===== src/rtl/adder_seq_ctrl_pkg.sv =====
// rtl/adder_seq_ctrl_pkg.sv - shared state encoding and word-slice helper for sequenced ALU blocks
`ifndef ADDER_SEQ_CTRL_WORD_SLICE
`define ADDER_SEQ_CTRL_WORD_SLICE
// Selects WIDTH-bit word number idx of a packed vector; word 0 is the least significant.
`define ASC_WORD(vec, idx, w) vec[(idx)*(w) +: (w)]
`endif

package adder_seq_ctrl_pkg;

    typedef enum logic [1:0] {
        S_IDLE = 2'd0,
        S_RUN  = 2'd1,
        S_DONE = 2'd2
    } state_t;

endpackage


===== src/rtl/adder.sv =====
// rtl/adder.sv - combinational WIDTH-bit adder with carry in and carry out
module adder #(
    parameter int WIDTH = 4
) (
    input  logic [WIDTH-1:0] A,
    input  logic [WIDTH-1:0] B,
    input  logic             ci,
    output logic [WIDTH-1:0] out,
    output logic             co
);

    logic [WIDTH:0] w_total;

    assign w_total = {1'b0, A} + {1'b0, B} + {{WIDTH{1'b0}}, ci};
    assign out     = w_total[WIDTH-1:0];
    assign co      = w_total[WIDTH];

endmodule


===== src/rtl/adder_seq_ctrl.sv =====
// rtl/adder_seq_ctrl.sv - word-serial add/subtract sequencer around a narrow adder
// Processes one WIDTH-bit word per cycle, least significant word first.
module adder_seq_ctrl
    import adder_seq_ctrl_pkg::*;
#(
    parameter int WIDTH = 4,
    parameter int WORDS = 4
) (
    input  logic                   clk,
    input  logic                   rst,
    input  logic                   start,
    input  logic                   sub,
    input  logic [WIDTH*WORDS-1:0] op_a,
    input  logic [WIDTH*WORDS-1:0] op_b,
    output logic                   busy,
    output logic                   done,
    output logic [WIDTH*WORDS-1:0] sum,
    output logic                   carry_out,
    output logic                   overflow
);

    localparam int N    = WIDTH * WORDS;
    localparam int IDXW = (WORDS > 1) ? $clog2(WORDS) : 1;
    localparam logic [IDXW-1:0] LAST_IDX = IDXW'(WORDS - 1);

    state_t           r_state;
    state_t           w_state_nxt;
    logic [N-1:0]     r_a;
    logic [N-1:0]     r_b;
    logic [N-1:0]     r_sum;
    logic [IDXW-1:0]  r_idx;
    logic             r_carry;
    logic             r_carry_out;
    logic             r_overflow;

    logic [WIDTH-1:0] w_a;
    logic [WIDTH-1:0] w_b;
    logic [WIDTH-1:0] w_out;
    logic             w_co;
    logic             w_accept;
    logic             w_last;

    assign w_a = `ASC_WORD(r_a, r_idx, WIDTH);
    assign w_b = `ASC_WORD(r_b, r_idx, WIDTH);

    adder #(.WIDTH(WIDTH)) u_adder (
        .A   (w_a),
        .B   (w_b),
        .ci  (r_carry),
        .out (w_out),
        .co  (w_co)
    );

    always_ff @(posedge clk) begin
        if (rst) begin
            r_state <= S_IDLE;
        end else begin
            r_state <= w_state_nxt;
        end
    end

    always_comb begin
        w_state_nxt = r_state;
        w_accept    = 1'b0;
        w_last      = 1'b0;
        case (r_state)
            S_IDLE: begin
                if (start) begin
                    w_accept    = 1'b1;
                    w_state_nxt = S_RUN;
                end
            end
            S_RUN: begin
                w_last = (r_idx == LAST_IDX);
                if (w_last) begin
                    w_state_nxt = S_DONE;
                end
            end
            S_DONE:  w_state_nxt = S_IDLE;
            default: w_state_nxt = S_IDLE;
        endcase
    end

    // Subtraction is A + ~B + 1: B is inverted at accept and the carry seeded with 1.
    always_ff @(posedge clk) begin
        if (rst) begin
            r_a         <= '0;
            r_b         <= '0;
            r_sum       <= '0;
            r_idx       <= '0;
            r_carry     <= 1'b0;
            r_carry_out <= 1'b0;
            r_overflow  <= 1'b0;
        end else if (w_accept) begin
            r_a     <= op_a;
            r_b     <= sub ? ~op_b : op_b;
            r_carry <= sub;
            r_idx   <= '0;
            r_sum   <= '0;
        end else if (r_state == S_RUN) begin
            `ASC_WORD(r_sum, r_idx, WIDTH) <= w_out;
            r_carry <= w_co;
            r_idx   <= r_idx + 1'b1;
            if (w_last) begin
                r_carry_out <= w_co;
                r_overflow  <= (w_a[WIDTH-1] == w_b[WIDTH-1]) && (w_out[WIDTH-1] != w_a[WIDTH-1]);
            end
        end
    end

    assign busy      = (r_state == S_RUN) || (r_state == S_DONE);
    assign done      = (r_state == S_DONE);
    assign sum       = r_sum;
    assign carry_out = r_carry_out;
    assign overflow  = r_overflow;

endmodule

===== config.mk =====
export PLATFORM = sky130hd
export DESIGN_NAME = adder_seq_ctrl
export DESIGN_NICKNAME = d
export VERILOG_FILES = /design/src/rtl/adder_seq_ctrl_pkg.sv /design/src/rtl/adder.sv /design/src/rtl/adder_seq_ctrl.sv
export SDC_FILE = /design/constraint.sdc
export NUM_CORES = 1
export LEC_CHECK = 0
export CORE_MARGIN = 4
export CORE_UTILIZATION = 45
export DETAILED_ROUTE_END_ITERATION = 8
export GPL_ROUTABILITY_DRIVEN = 0
export HOLD_SLACK_MARGIN = 0.1
export PLACE_DENSITY = 0.72
export SETUP_SLACK_MARGIN = 0.05
export SLEW_MARGIN = 15
export SYNTH_ARGS = -nofsm -noshare
export SYNTH_HDL_FRONTEND = slang
export SYNTH_SLANG_ARGS = --single-unit

===== constraint.sdc =====
create_clock -name clk -period 3.21 [get_ports clk]
set_input_delay 0.642 -clock clk [delete_from_list [all_inputs] [get_ports clk]]
set_output_delay 0.642 -clock clk [all_outputs]
set_load 0.02 [all_outputs]

# Word level (Yosys, flattened, before mapping)
# Cells that the tools add are included.
[totals]
n_memories = 0
latch_bits = 0
in_bits = 36
ramBits = 0
out_inout_bits = 20
word_cells = 42
rom_bits = 0
reg_bits = 55
[classes]
eq_ne = 7
n_reduce_logical = 7
mul = 0
magnitude_cmp = 0
bitwise = 2
div = 0
n_addsub = 4
muxes = 10
shifts = 4
[op_table]
columns = ["cell", "count"]
rows = [
  ["$neg A4 Y34", 1],
  ["$shift A4 B34 Y16 const A", 1],
  ["$shiftx A4 B34 Y16", 1],
  ["$shiftx A16 B5 Y4", 2],
  ["$bwmux W16", 1],
  ["$mux W16", 1],
  ["$not A16 Y16", 1],
  ["$add A4 B4 Y5", 1],
  ["$add A5 B1 Y5", 1],
  ["$mux W1", 5],
  ["$eq A2 B2 Y1 const B", 2],
  ["$mux W2", 2],
  ["$ne A2 B2 Y1 const B", 2],
  ["$pmux W2 S2", 1],
  ["$reduce_and A3 Y1", 1],
  ["$add A2 B1 Y2 const B", 1],
  ["$eq A2 B1 Y1 const B", 1],
  ["$logic_not A2 Y1", 1],
  ["$reduce_and A2 Y1", 1],
  ["$reduce_bool A2 Y1", 1],
  ["$reduce_or A2 Y1", 1],
  ["$eq A1 B1 Y1", 1],
  ["$logic_and A1 B1 Y1", 1],
  ["$logic_or A1 B1 Y1", 1],
  ["other kinds (2)", 2],
]

# Logic depth before layout (Yosys ltp)
[depth]
ltp_word = 5
ltp_mapped = 8
mapped_depth_nobuf = 7

# Cells and area by module
# A second synthesis with hierarchy kept.
[unflattened]
hier_cells = 279
hier_area_um2 = 2613.8
[modules_own_cells]
columns = ["module", "n_inst", "area_per_inst_um2", "cells_each", "seq_area_each_um2"]
rows = [
  ["adder_seq_ctrl", 1, 2469.9, 263, 1101.1],
  ["adder", 1, 143.9, 16, 0.0],
]

# Worst setup path before layout
# Ideal clock, no wire load.
[synth_path]
kind = "flip-flop to flip-flop"
startpoint = "register r_idx[0]"
endpoint = "register r_carry"
arrival_ns = 2.553
stages_incl_launch_ff = 9
path_slack_ns = 0.524
setup_ns = 0.132
synth_period_minus_slack_ns = 2.686
path_buffers = 1
required_ns = 3.078
path_cell_list = "dfxtp_1 -> buf_4 -> mux4_2 -> fa_1 -> fa_1 -> a21o_1 -> a21oi_1 -> a21o_1 -> a21oi_1"
[synth_between]
elab_chain_cells = 5
word_cells_on_any_way = 6
classes_between = "2 x add/sub; 2 x shift; 2 x mux"
[synth_rtl]
columns = ["element", "line", "rtl"]
rows = [
  ["start, declared", "adder_seq_ctrl.sv:31", "logic [IDXW-1:0] r_idx;"],
  ["start signal, assigned", "adder_seq_ctrl.sv:103", "r_idx <= r_idx + 1'b1;"],
  ["$shiftx A16 B5 Y4 (no line)", "n/a", ""],
  ["$add A4 B4 Y5 (*)", "adder.sv:14", "assign w_total = {1'b0, A} + {1'b0, B} + {{WIDTH{1'b0}}, ci};"],
  ["$add A5 B1 Y5 (*)", "adder.sv:14", ""],
  ["$mux W1 (*)", "adder_seq_ctrl.sv:100", "end else if (r_state == S_RUN) begin"],
  ["$mux W1 (*)", "adder_seq_ctrl.sv:94", "end else if (w_accept) begin"],
  ["end signal, assigned", "adder_seq_ctrl.sv:97", "r_carry <= sub;"],
  ["end signal, assigned", "adder_seq_ctrl.sv:102", "r_carry <= w_co;"],
  ["end, declared", "adder_seq_ctrl.sv:32", "logic r_carry;"],
]
# Every way passes the cells marked *; elsewhere a longest branch is shown, timed or not. The select of a mux whose other input is x is not followed.
# A chain may end at the register's enable or synchronous reset.

# Final worst setup path
# Same ends and word-level chain as after synthesis.

==> impl_metrics.csv <==
group,metric,value,unit
grt,overflow,0,
grt,antenna_found_initial,0,
sta,rsz0062_at_grt,"no",
routing,drc,0,
logic_synthesis,ys_ff_latch,55,
final_layout,drive_above_1_share,8.02,%
sta,relSlewSlack,41.1,%
logic_synthesis,yosysSeqAreaShare,42.5,%
power_and_ir_drop,power.density,459,nW/µm²
power_and_ir_drop,seqPwrFrac,50.5,%
worst_setup_path,crit_type,"flop to flop",
floorplanning,num_rows,27,
floorplanning,die-area,7030,µm²
logic_synthesis,synthTopCellsByArea,"dfxtp_1 43%, mux4_2 7.0%, ha_1 6.3%",
sta,worst_slew_pin_slew,0.881,ns
power_and_ir_drop,switching_share,29.0,%
logic_synthesis,syn_inst,274,
clock_network,clock_path_buffers,2,
power_and_ir_drop,ir_worst_vdd,0.208,mV
worst_setup_path,cp-end-kind,"flop",
logic_synthesis,yosysTopAreaCellShare,42.5,%
clock_network,cts_hold_buf,0,
sta,fin_worst_skew,0.00653,ns
power_and_ir_drop,p_leak,1.18,nW
power_and_ir_drop,p_total,1.50,mW
worst_setup_path,startpoint_type,"flop",
grt,grt_pass1_vias,1896,
floorplanning,io_pins,56,
final_layout,layout_common_cells,"55 x dfxtp_1, 55 x clkdlybuf4s50_1, 40 x nand2_1",
power_and_ir_drop,pwr-share-comb,23.1,%
sta,finalCritPeriodShare,85.3,%
logic_synthesis,synth_top_area_cell,"dfxtp_1",
grt,groute.usage.overall,15.6,%
final_layout,fillers,480,
sta,max_freq,365,MHz
logic_synthesis,avgSynthCellArea,9.45,µm²
sta,period_needed,2.74,ns
logic_synthesis,synth_nets,325,
power_and_ir_drop,p_switching,436,µW
grt,grt_max_degree,50,
worst_setup_path,cp.required,3.39,ns
sta,finalSetupViolCount,0,
clock_network,cts_tree,"done",
floorplanning,coreArea,5540,µm²
worst_setup_path,crit_arrival,2.92,ns
clock_network,cts_resized,0,
routing,routed_wl,5440,µm
final_layout,multiInputGateArea,1380,µm²
routing,wl_per_cell,13.7,µm
clock_network,cts_root_buf,"clkbuf_8",
final_layout,n_antenna_cell,0,
routing,vias,2059,
power_and_ir_drop,clkPwrFrac,26.4,%
outcome,status,"completed",
floorplanning,die_x,83.9,µm
clock_network,clkTransAtPathRegs,0.10,ns
floorplanning,fp.dieH,83.9,µm
floorplanning,initial_utilization,46.7,%
clock_network,clk_latency,0.31,ns
final_layout,syn_to_final_growth,26.6,%
power_and_ir_drop,p_int,1.07,mW
job,drv_cap,0,
routing,first_iter_violations,103,
min_path,hp-class,"flop to flop",
routing,postRouteAntennaNets,0,
worst_setup_path,crit_fanout,7,
sta,report.final.hold_viol_count,0,
sta,drv_slew,0,
final_layout,area.sequential,1100,µm²
clock_network,post_cts_buffers,0,
place,post-dp-hpwl,4050,µm
clock_network,htree_num_levels,2,
logic_synthesis,synth_warnings,0,
final_layout,nets,375,
place,io_buffers,55,
routing,firstDrtPassIters,4,
grt,grt_first_pass_wirelength,8960,µm
logic_synthesis,synth_cell_type_count,33,
routing,via_per_inst,5.20,
logic_synthesis,synth_area,2590,µm²
clock_network,cts_buffers,5,
sta,fin_tns_setup,0,ns
clock_network,cts.sinks,55,
[final cells by class]
cell class | instances | share of cell area [%]
repair buffers | 61 | 18.2
multi-input cells | 195 | 42.0
flip-flops and latches | 55 | 33.6
clock inverters | 1 | 0.267
clock buffers | 6 | 2.52
inverters | 6 | 0.687
well taps | 72 | 2.75
[per-stage QoR]
| stage | utilization, % | area (µm²) | setup WS [ns] | cells | hold slack (ns) |
|---|---|---|---|---|---|
| 2_1_floorplan | - | 2590 | 0.524 | 274 | 0.433 |
| 3_3_place_gp | 57.5 | 3190 | 0.569 | 389 | 0.447 |
| 3_5_place_dp | 57.5 | 3190 | 0.459 | 389 | 0.450 |
| 4_1_cts | 59.2 | 3280 | 0.434 | 396 | 0.464 |
| 5_1_grt | 59.2 | 3280 | 0.284 | 396 | 0.482 |
| 6_report | 59.2 | 3280 | 0.471 | 396 | 0.461 |
[registers in the layout, summed over array words and instances, names as in the netlist]
signal and count:
overflow 1, r_state 2, r_idx 2, sum 16
r_b 16, r_a 16, r_carry 1, carry_out 1
[layer usage]
layer	vias to the layer above	routed length (µm)	GRT usage, %
met5	-	0	0
met4	0	60	4.09
met3	7	303	4.05
met2	54	2710	26.3
met1	944	2360	19.7
li1	1054	-	-
[power by group through the flow]
stage	Clock, mW	Sequential (mW)	Combinational, mW
2_1_floorplan	0	0.767	0.245
3_3_place_gp	0	0.776	0.341
3_5_place_dp	0	0.776	0.347
4_1_cts	0.406	0.760	0.348
5_1_grt	0.432	0.766	0.382
6_report	0.397	0.760	0.347
[logic make-up (layout without fill, tap and decap cells)]
group,after synthesis,count (layout),share of synthesized area [%]
mux,9,9,7.34
compound gates,61,61,15.7
simple gates,92,92,16.2
flops,55,55,42.5
buf+inv,24,74,4.30
xor+xnor,18,18,6.09
fa+ha+maj,15,15,7.83
[critical path: stages (launching register included)]
cell,delay [ns]
dfxtp_1,0.57
mux4_2,0.59
fa_1,0.45
fa_1,0.42
a21o_1,0.20
a21oi_1,0.20
a21o_1,0.14
a21oi_1,0.05
[synthesized netlist by cell type, drive strengths merged]
cell type,count
dfxtp,55
nand2,40
nor2,39
a21oi,20
a211oi,18
xnor2,17
buf,14
ha,13
a22oi,12
mux4,8
inv,6
a32oi,4
clkbuf,4
a21o,3
nand2b,3
and3,2
fa,2
o21ai,2
a31oi,1
and2,1
mux2i,1
nand3b,1
nand4,1
nand4bb,1
nor3b,1
nor4,1
nor4b,1
o311ai,1
or3,1
xor2,1
[final timing paths]
kind	startpoint	endpoint	slack (ns)	depth (start not counted)
worst min register to register	r_a[1]	r_a[1]	0.46	2
worst max-delay path	r_idx[0]	r_carry	0.47	7
worst min-delay path	r_a[1]	r_a[1]	0.46	2
worst max register to register	r_idx[0]	r_carry	0.47	7
Power figures use the tool's default switching activity.
